===== config.mk =====
export PLATFORM = sky130hd
export DESIGN_NAME = uart_host_sequencer_flat
export DESIGN_NICKNAME = d
export VERILOG_FILES = /design/src/rtl/uart_host_sequencer_if.sv /design/src/rtl/uart_host_sequencer.sv /design/src/flat_wrapper.sv
export SDC_FILE = /design/constraint.sdc
export NUM_CORES = 1
export LEC_CHECK = 0
export CORE_MARGIN = 2
export CORE_UTILIZATION = 43
export CTS_CLUSTER_DIAMETER = 200
export DETAILED_ROUTE_END_ITERATION = 10
export PLACE_DENSITY = 0.85
export REMOVE_ABC_BUFFERS = 1
export SETUP_SLACK_MARGIN = 0.2
export SLEW_MARGIN = 20
export SYNTH_ARGS = -nofsm -noshare
export SYNTH_HDL_FRONTEND = slang
export SYNTH_SLANG_ARGS = --single-unit

===== constraint.sdc =====
create_clock -name clk -period 1.6 [get_ports clk]
set_input_delay 0.16 -clock clk [delete_from_list [all_inputs] [get_ports clk]]
set_output_delay 0.16 -clock clk [all_outputs]
set_load 0.01 [all_outputs]

===== src/rtl/uart_host_sequencer_if.sv =====
// Requester and UART register-bus signals of the host sequencer.
// The master modport is the sequencer's view; the slave modport is the
// view of whatever sits on the other side (requesters plus UART top).
interface uart_host_sequencer_if;
    logic [1:0] req;
    logic [1:0] gnt;
    logic [7:0] data0;
    logic [7:0] data1;
    logic [7:0] rx_data;
    logic       rx_valid;
    logic       bus_wr;
    logic       bus_rd;
    logic [2:0] bus_addr;
    logic [7:0] bus_din;
    logic [7:0] bus_dout;

    modport master (
        input  req, data0, data1, bus_dout,
        output gnt, rx_data, rx_valid, bus_wr, bus_rd, bus_addr, bus_din
    );

    modport slave (
        output req, data0, data1, bus_dout,
        input  gnt, rx_data, rx_valid, bus_wr, bus_rd, bus_addr, bus_din
    );
endinterface


===== src/rtl/uart_host_sequencer.sv =====
// Bus master for a 16550-style UART register bus: programs the divisor,
// LCR and FCR after start, then arbitrates two byte requesters onto THR
// while tracking TX FIFO space with a credit counter refilled by LSR polls.
// Received bytes are drained whenever an LSR poll reports DR.
module uart_host_sequencer #(
    parameter logic [15:0] DIV      = 16'h0108,
    parameter logic [7:0]  LCR_VAL  = 8'h03,
    parameter logic [7:0]  FCR_VAL  = 8'h01,
    parameter int          TX_DEPTH = 16,
    parameter int          POLL_GAP = 8
) (
    input  logic                   clk,
    input  logic                   rst,
    input  logic                   start,
    output logic                   cfg_done,
    uart_host_sequencer_if.master  hif
);

    typedef enum logic [3:0] {
        IDLE, C_DLAB, C_DLL, C_DLM, C_LCR, C_FCR,
        RUN, P_RD, P_WAIT, R_RD, R_WAIT
    } state_t;

    localparam int CW = $clog2(TX_DEPTH + 1);

    localparam logic [2:0] A_RBR_THR = 3'd0;
    localparam logic [2:0] A_DLM     = 3'd1;
    localparam logic [2:0] A_FCR     = 3'd2;
    localparam logic [2:0] A_LCR     = 3'd3;
    localparam logic [2:0] A_LSR     = 3'd5;

    state_t        state_q, state_d;
    logic [CW-1:0] credits_q, credits_d;
    logic [7:0]    gap_q, gap_d;
    logic          last_q, last_d;
    logic          cfg_done_q;
    logic          rx_valid_q;
    logic [7:0]    rx_data_q;
    logic          wr_q, wr_d;
    logic          rd_q, rd_d;
    logic [2:0]    addr_q, addr_d;
    logic [7:0]    din_q, din_d;
    logic          poll_due;
    logic [1:0]    pick;
    logic [1:0]    gnt;

    // Round-robin pick among valid requesters and the RUN-only grant
    always_comb begin
        poll_due = (credits_q == '0) || (gap_q == 8'(POLL_GAP)) || (hif.req == 2'b00);
        case (hif.req)
            2'b01:   pick = 2'b01;
            2'b10:   pick = 2'b10;
            2'b11:   pick = last_q ? 2'b01 : 2'b10;
            default: pick = 2'b00;
        endcase
        gnt = ((state_q == RUN) && !poll_due) ? pick : 2'b00;
    end

    assign hif.gnt = gnt;

    // Next state, counters and the bus access to present in the next cycle
    always_comb begin
        state_d   = state_q;
        credits_d = credits_q;
        gap_d     = gap_q;
        last_d    = last_q;
        wr_d      = 1'b0;
        rd_d      = 1'b0;
        addr_d    = 3'd0;
        din_d     = 8'h00;
        case (state_q)
            IDLE: begin
                if (start) begin
                    state_d = C_DLAB;
                    wr_d    = 1'b1;
                    addr_d  = A_LCR;
                    din_d   = 8'h80;
                end
            end
            C_DLAB: begin
                state_d = C_DLL;
                wr_d    = 1'b1;
                addr_d  = A_RBR_THR;
                din_d   = DIV[7:0];
            end
            C_DLL: begin
                state_d = C_DLM;
                wr_d    = 1'b1;
                addr_d  = A_DLM;
                din_d   = DIV[15:8];
            end
            C_DLM: begin
                state_d = C_LCR;
                wr_d    = 1'b1;
                addr_d  = A_LCR;
                din_d   = LCR_VAL & 8'h7F;
            end
            C_LCR: begin
                state_d = C_FCR;
                wr_d    = 1'b1;
                addr_d  = A_FCR;
                din_d   = FCR_VAL;
            end
            C_FCR: begin
                state_d = RUN;
            end
            RUN: begin
                if (gnt != 2'b00) begin
                    wr_d      = 1'b1;
                    addr_d    = A_RBR_THR;
                    din_d     = gnt[1] ? hif.data1 : hif.data0;
                    credits_d = credits_q - 1'b1;
                    gap_d     = gap_q + 8'd1;
                    last_d    = gnt[1];
                end else begin
                    state_d = P_RD;
                    rd_d    = 1'b1;
                    addr_d  = A_LSR;
                end
            end
            P_RD: begin
                state_d = P_WAIT;
            end
            P_WAIT: begin
                gap_d = 8'd0;
                if (hif.bus_dout[5]) begin
                    credits_d = CW'(TX_DEPTH);
                end
                if (hif.bus_dout[0]) begin
                    state_d = R_RD;
                    rd_d    = 1'b1;
                    addr_d  = A_RBR_THR;
                end else begin
                    state_d = RUN;
                end
            end
            R_RD: begin
                state_d = R_WAIT;
            end
            R_WAIT: begin
                state_d = RUN;
            end
            default: begin
                state_d = IDLE;
            end
        endcase
    end

    // State, credit, poll-gap and round-robin history registers
    always_ff @(posedge clk) begin
        if (!rst) begin
            state_q   <= IDLE;
            credits_q <= CW'(TX_DEPTH);
            gap_q     <= 8'd0;
            last_q    <= 1'b1;
        end else begin
            state_q   <= state_d;
            credits_q <= credits_d;
            gap_q     <= gap_d;
            last_q    <= last_d;
        end
    end

    // Registered bus strobes, address and write data
    always_ff @(posedge clk) begin
        if (!rst) begin
            wr_q   <= 1'b0;
            rd_q   <= 1'b0;
            addr_q <= 3'd0;
            din_q  <= 8'h00;
        end else begin
            wr_q   <= wr_d;
            rd_q   <= rd_d;
            addr_q <= addr_d;
            din_q  <= din_d;
        end
    end

    // Sticky configuration flag and received-byte capture
    always_ff @(posedge clk) begin
        if (!rst) begin
            cfg_done_q <= 1'b0;
            rx_valid_q <= 1'b0;
            rx_data_q  <= 8'h00;
        end else begin
            cfg_done_q <= cfg_done_q || (state_d == RUN);
            rx_valid_q <= (state_q == R_WAIT);
            if (state_q == R_WAIT) begin
                rx_data_q <= hif.bus_dout;
            end
        end
    end

    assign cfg_done     = cfg_done_q;
    assign hif.rx_valid = rx_valid_q;
    assign hif.rx_data  = rx_data_q;
    assign hif.bus_wr   = wr_q;
    assign hif.bus_rd   = rd_q;
    assign hif.bus_addr = addr_q;
    assign hif.bus_din  = din_q;

endmodule


===== src/flat_wrapper.sv =====
// flat-port wrapper written by rule: the top's interface ports become plain ports
module uart_host_sequencer_flat 
#(
    parameter logic [15:0] DIV      = 16'h0108,
    parameter logic [7:0]  LCR_VAL  = 8'h03,
    parameter logic [7:0]  FCR_VAL  = 8'h01,
    parameter int          TX_DEPTH = 16,
    parameter int          POLL_GAP = 8
)
  (clk, rst, start, cfg_done, hif_req, hif_data0, hif_data1, hif_bus_dout, hif_gnt, hif_rx_data, hif_rx_valid, hif_bus_wr, hif_bus_rd, hif_bus_addr, hif_bus_din);
  uart_host_sequencer_if hif_i ();
  input  logic clk;
  input  logic rst;
  input  logic start;
  output logic cfg_done;
  input wire logic [$bits(hif_i.req)-1:0] hif_req;
  input wire logic [$bits(hif_i.data0)-1:0] hif_data0;
  input wire logic [$bits(hif_i.data1)-1:0] hif_data1;
  input wire logic [$bits(hif_i.bus_dout)-1:0] hif_bus_dout;
  output wire logic [$bits(hif_i.gnt)-1:0] hif_gnt;
  output wire logic [$bits(hif_i.rx_data)-1:0] hif_rx_data;
  output wire logic [$bits(hif_i.rx_valid)-1:0] hif_rx_valid;
  output wire logic [$bits(hif_i.bus_wr)-1:0] hif_bus_wr;
  output wire logic [$bits(hif_i.bus_rd)-1:0] hif_bus_rd;
  output wire logic [$bits(hif_i.bus_addr)-1:0] hif_bus_addr;
  output wire logic [$bits(hif_i.bus_din)-1:0] hif_bus_din;
  assign hif_i.req = hif_req;
  assign hif_i.data0 = hif_data0;
  assign hif_i.data1 = hif_data1;
  assign hif_i.bus_dout = hif_bus_dout;
  assign hif_gnt = hif_i.gnt;
  assign hif_rx_data = hif_i.rx_data;
  assign hif_rx_valid = hif_i.rx_valid;
  assign hif_bus_wr = hif_i.bus_wr;
  assign hif_bus_rd = hif_i.bus_rd;
  assign hif_bus_addr = hif_i.bus_addr;
  assign hif_bus_din = hif_i.bus_din;
  uart_host_sequencer #(.DIV(DIV), .LCR_VAL(LCR_VAL), .FCR_VAL(FCR_VAL), .TX_DEPTH(TX_DEPTH), .POLL_GAP(POLL_GAP)) u_core (.clk(clk), .rst(rst), .start(start), .cfg_done(cfg_done), .hif(hif_i));
endmodule

* Word-level counts from Yosys, hierarchy flattened
Cells that the tools add are included.
** Word-level totals
- Bits in registers :: 41
- Bits of input ports :: 29
- Output and inout bits :: 25
- Word-level logic and storage cells :: 71
** Cells by class
- Add/sub/neg operators :: 2
- Eq/ne operators :: 17
- Multiplexer cells :: 25
- Reductions and logical operators :: 16
** Operators by type and width (number)
- case mux 4 bit (10 select lines) :: 1
- case mux 8 bit (5 select lines) :: 1
- 2-to-1 mux 8 bit :: 4
- == test 4 x 3 -> 1 bit (second input constant) :: 5
- case mux 8 bit (2 select lines) :: 1
- case mux 3 bit (5 select lines) :: 1
- == test 4 bit (second input constant) :: 3
- 2-to-1 mux 4 bit :: 3
- 2-to-1 mux 5 bit :: 2
- case mux 5 bit (2 select lines) :: 1
- adder 8 x 1 -> 8 bit (second input constant) :: 1
- == test 4 x 2 -> 1 bit (second input constant) :: 2
- == test 8 x 4 -> 1 bit (second input constant) :: 1
- 2-to-1 mux 2 bit :: 3
- case mux 2 bit (3 select lines) :: 1
- zero test 5 bit :: 1
- subtractor 5 x 1 -> 5 bit (second input constant) :: 1
- == test 2 bit (second input constant) :: 2
- == test 4 x 1 -> 1 bit (second input constant) :: 1
- zero test 4 bit :: 1
- 2-to-1 mux 1 bit :: 4
- inequality test 2 bit (second input constant) :: 2
- AND reduction 2 bit :: 2
- nonzero test 2 bit :: 2
- other kinds (11) :: 14

* Depth between registers and ports, before layout
- Word-level depth :: 11
- Gate-level depth with buffers :: 8

* Least setup slack after synthesis
Ideal clock, no wire load.
- Path type :: reg2reg
- Start :: register u_core.gap_q[0]
- End :: register u_core.last_q
- Data arrival time :: 1.469 ns
- Required time :: 1.480 ns
- Slack :: 0.011 ns
- Stages on the path, launching flop included :: 8
- Buffers on the path :: 1
- Period minus slack after synthesis :: 1.589 ns
- Cells stage by stage :: dfxtp_1 inv_1 ha_1 nor4b_1 nand2_1 buf_2 and3_1 a211o_1
** Between the ends
- Cells in the longest elaborated chain, start to end :: 8
** Ends and longest elaborated chain
- from (decl) :: RTL line uart_host_sequencer.sv:34 : logic [7:0] gap_q, gap_d;
- from (signal assigned) :: RTL line uart_host_sequencer.sv:159 : gap_q <= gap_d;
- == test 8 x 4 -> 1 bit (*) :: RTL line uart_host_sequencer.sv:49 : poll_due = (credits_q == '0) || (gap_q == 8'(POLL_GAP)) || (hif.req == 2'b00);
- logical OR 1 bit (*) (2 in a row) :: RTL line uart_host_sequencer.sv:49
- zero test 1 bit (*) :: RTL line uart_host_sequencer.sv:56 : gnt = ((state_q == RUN) && !poll_due) ? pick : 2'b00;
- logical AND 1 bit (*) :: RTL line uart_host_sequencer.sv:56
- 2-to-1 mux 2 bit (*) :: RTL line uart_host_sequencer.sv:56
- net hif_gnt[1] :: RTL line flat_wrapper.sv:20 : output wire logic [$bits(hif_i.gnt)-1:0] hif_gnt;
- nonzero test 2 bit :: RTL line uart_host_sequencer.sv:108 : if (gnt != 2'b00) begin
- AND reduction 2 bit (no source line)
- to (signal assigned) :: RTL line uart_host_sequencer.sv:160 : last_q <= last_d;
- to (decl) :: RTL line uart_host_sequencer.sv:35 : logic last_q, last_d;
Mark *: on every way through the listed nets, which the timed path passes. The rest lies on a longest branch.
A chain may end at the register's enable or synchronous reset.

* Final worst setup path
- Start :: register u_core.credits_q[1]
- End :: register u_core.gap_q[6]
** Between the ends
- Cells in the longest elaborated chain, start to end :: 9
** Ends and longest elaborated chain
- from (decl) :: RTL line uart_host_sequencer.sv:33 : logic [CW-1:0] credits_q, credits_d;
- from (signal assigned) :: RTL line uart_host_sequencer.sv:153 : credits_q <= CW'(TX_DEPTH);
- from (signal assigned) :: RTL line uart_host_sequencer.sv:158 : credits_q <= credits_d;
- zero test 5 bit :: RTL line uart_host_sequencer.sv:49
- logical OR 1 bit (2 in a row) :: RTL line uart_host_sequencer.sv:49
- zero test 1 bit :: RTL line uart_host_sequencer.sv:56
- logical AND 1 bit :: RTL line uart_host_sequencer.sv:56
- 2-to-1 mux 2 bit :: RTL line uart_host_sequencer.sv:56
- nonzero test 2 bit :: RTL line uart_host_sequencer.sv:108
- inequality test 2 bit (no source line)
- AND reduction 2 bit (no source line)
No other way between the ends.

==> flow_summary.toml <==
[status]
run_status = "complete, but fails checks"
violated_checks = "setup timing"

[clock_network]
clk_path_buf_depth = 2
inserted_clock_buffers = 5
cts_tree = "done"
clkSlewWorstSetupHoldPaths_ps = 80
insertion_delay_ps = 300
cts_h_tree_depth = 2
clock_sinks = 41
clock_tree_root_buffer_cell = "sky130_fd_sc_hd__clkbuf_8"

[critical_path]
worst-endpoint-required_ps = 1790
critical_path_arrival_ps = 1970
critPathKind = "reg -> reg"
worstPathCellList = "inv_2, ha_4, nor4b_4, buf_4, buf_6, nor4_4, and4_4, xnor2_2, nor2_1"
critPathCaptureType = "flop"
cpMaxStageDelayCell = "sky130_fd_sc_hd__dfxtp_2"
max_fo_critical_path = 3
max_stage_delay_ps = 350
worstSetupStartpointType = "flop"
critical_path.top_delay_family = "simple AND/OR/NAND/NOR gates"
crit_buf_inv = 3

[synthesis]
number_of_instances_in_the_synthesized_netlist = 227
yosysWarnings = 0
asyncSetResetFlopFracSynth_pct = 0
synth.yosys.seq_area_share_pct = 41.8
mapped_avg_cell_area_sq_um = 8.65
post_synth_edffs = 0
mapped_cell_area_sq_um = 1960
synth_cell_types = 51
yosys_register_bits = 41
synthFlopType = "sky130_fd_sc_hd__dfxtp_1"

[sta]
timing_hold_violations_final = 0
fin_worst_skew_ps = 5.57
finalSetupViolations = 15
timing.final.crit_period_ps = 1780
fmaxAchievable_mhz = 562
maxSlewViolCount = 0
finalWorstSetupSlack_ps = -180
worst_slew_pin_tran_ps = 595
max_slew_headroom_pct = 59.3
unrepaired_setup_endpoints_after_global_routing = "yes"
post-route-period-util_pct = 111

[hold_path]
worst_hold_path_type = "in -> reg"

[die]
fp.dieH_um = 71.6
die_w_um = 71.6
area_enclosed_by_the_die_boundary_sq_um = 5120
row_count = 24
core_area_sq_um = 4380
num_io_pins = 54
initial_utilization_pct = 44.8

[finish]
area_delta_synth_final_pct = 71.1
drive_above_1_share_pct = 35.7
antenna-diode-count = 0
mostFrequentLayoutCell = "sky130_fd_sc_hd__clkdlybuf4s50_1"
layout.cell_area.non_filler_sq_um = 3360
fin_nets = 366
instances_no_fill = 385
most-common-layout-cells = "sky130_fd_sc_hd__clkdlybuf4s50_1 (49), sky130_fd_sc_hd__buf_4 (43), sky130_fd_sc_hd__dfxtp_1 (37)"

[job]
maxCapViolCount = 0

[drt]
drc_errors = 0
drtPass1Iterations = 4
finalWirelength_um = 6580
detail_route.vias_per_cell = 5.54
total_via_count_after_detailed_routing = 2131
drt-wirelength-per-cell_um = 17.1
ant_nets = 0
drtIter0Drc = 158

[grt]
pin_count_of_the_biggest_net_entering_global_routing = 19
grt.total_usage_pct = 24.5
grt_antenna_before_repair = 0
grt-ovfl-total = 0
global_route_wire_length_before_repair_um = 9740
grt_pass1_vias = 2066

[placement]
postPlaceCellArea_sq_um = 2770
numPlacedInstances = 356
io_buffer_count = 53
hpwl_um = 3520
finalWeightedCongestion = 0.801

[power]
vdd_ir_drop_max_mv = 0.338
power-per-cell-area_nw_per_um2 = 631
leakagePower_uw = 0.00135
[routing by layer]
metal	share of wire [%]	global-route usage, %	routed length, um
met1	39	28.6	2550
met2	52	42.0	3420
met3	6.5	6.33	430
met4	2.6	11.1	172
met5	0	0	0
[worst min-delay path, delay by kind of cell]
family,cells,cell delay [ps]
buffers and inverters,1,390
AO/OA/AOI/OAI,1,50
AND/OR/NAND/NOR,1,50
[power breakdown]
part	switching, uW	leakage [uW]	internal, uW
sequential	12.2	0.000334	1040
combinational	170	0.000967	190
clock	361	0.0000443	343
[sequential cells by signal (all words and copies together), names as in the netlist]
register	cells
u_core.hif.bus_din	8
u_core.cfg_done	1
u_core.hif.bus_addr	3
u_core.hif.rx_data	8
u_core.hif.bus_wr	1
u_core.credits_q	5
u_core.hif.bus_rd	1
u_core.last_q	1
u_core.hif.rx_valid	1
u_core.state_q	4
u_core.gap_q	8
[stage by stage]
stage / utilization (%) / setup TNS [ps] / total power [uW] / setup WS (ps) / hold WS [ps]
finish: 76.6 / -1050 / 2120 / -180 / 397
detailed placement: 63.2 / -1530 / 1370 / -252 / 449
global route: 76.6 / -2680 / 2190 / -236 / 424
global placement: 63.2 / -1150 / 1370 / -213 / 441
floorplan: - / -2870 / 1210 / -365 / 232
CTS: 71.1 / -648 / 2070 / -120 / 399
[logic make-up after synthesis]
| logic type | count (synthesis) | synth area share [%] |
|---|---|---|
| simple gates | 104 | 29.3 |
| compound gates | 42 | 13.3 |
| flops | 41 | 41.8 |
| buf+inv | 18 | 4.40 |
| xor+xnor | 9 | 4.02 |
| mux | 9 | 4.65 |
| fa+ha+maj | 4 | 2.55 |
[final timing paths]
| check | start | endpoint | slack, ps | cells past startpoint |
|---|---|---|---|---|
| setup / recovery | u_core.credits_q[1] | u_core.gap_q[6] | -180 | 9 |
| hold / removal | hif_bus_dout[2] | u_core.hif.rx_data[2] | 400 | 3 |
| setup reg to reg | u_core.credits_q[1] | u_core.gap_q[6] | -180 | 9 |
| hold reg to reg | u_core.hif.rx_data[3] | u_core.hif.rx_data[3] | 460 | 2 |
[cell usage after synthesis, types with 2 or more instances]
master                     count  share of area [%]
sky130_fd_sc_hd__or3_1         2               0.64
sky130_fd_sc_hd__nand3_1      11                2.8
sky130_fd_sc_hd__and3_1        3               0.96
sky130_fd_sc_hd__o32a_1        3                1.5
sky130_fd_sc_hd__nor2_1       27                5.2
sky130_fd_sc_hd__o21ai_0       5                1.3
sky130_fd_sc_hd__xnor2_1       2               0.89
sky130_fd_sc_hd__nor4_2        2                1.3
sky130_fd_sc_hd__inv_1         4               0.76
sky130_fd_sc_hd__buf_2         6                1.5
sky130_fd_sc_hd__nand2_1      27                5.2
sky130_fd_sc_hd__ha_1          4                2.5
sky130_fd_sc_hd__nor3_1        6                1.5
sky130_fd_sc_hd__clkbuf_1      5               0.96
sky130_fd_sc_hd__a21oi_1      21                5.4
sky130_fd_sc_hd__dfxtp_1      41                 42
sky130_fd_sc_hd__nand4_1       3               0.96
sky130_fd_sc_hd__mux2i_1       8                4.1
sky130_fd_sc_hd__and2_1        3               0.96
sky130_fd_sc_hd__xor2_1        7                3.1
sky130_fd_sc_hd__nand2b_1      6                1.9
sky130_fd_sc_hd__a31oi_1       2               0.64
[what timing repair did]
action,in CTS,in global routing
pin swaps,23,20
setup endpoints to repair,39,40
buffers inserted,7,13
hold buffers,0,0
gates resized for setup,54,33
gates cloned,2,0
[layout make-up]
type / instances / area (sq um)
clock buffers: 7 / 86.3
fillers: 269 / 1020
inverters: 5 / 18.8
multi-input cells: 168 / 1310
flip-flops and latches: 41 / 826
well taps: 52 / 65.1
repair buffers: 112 / 1060
Power figures use the tool's default switching activity.
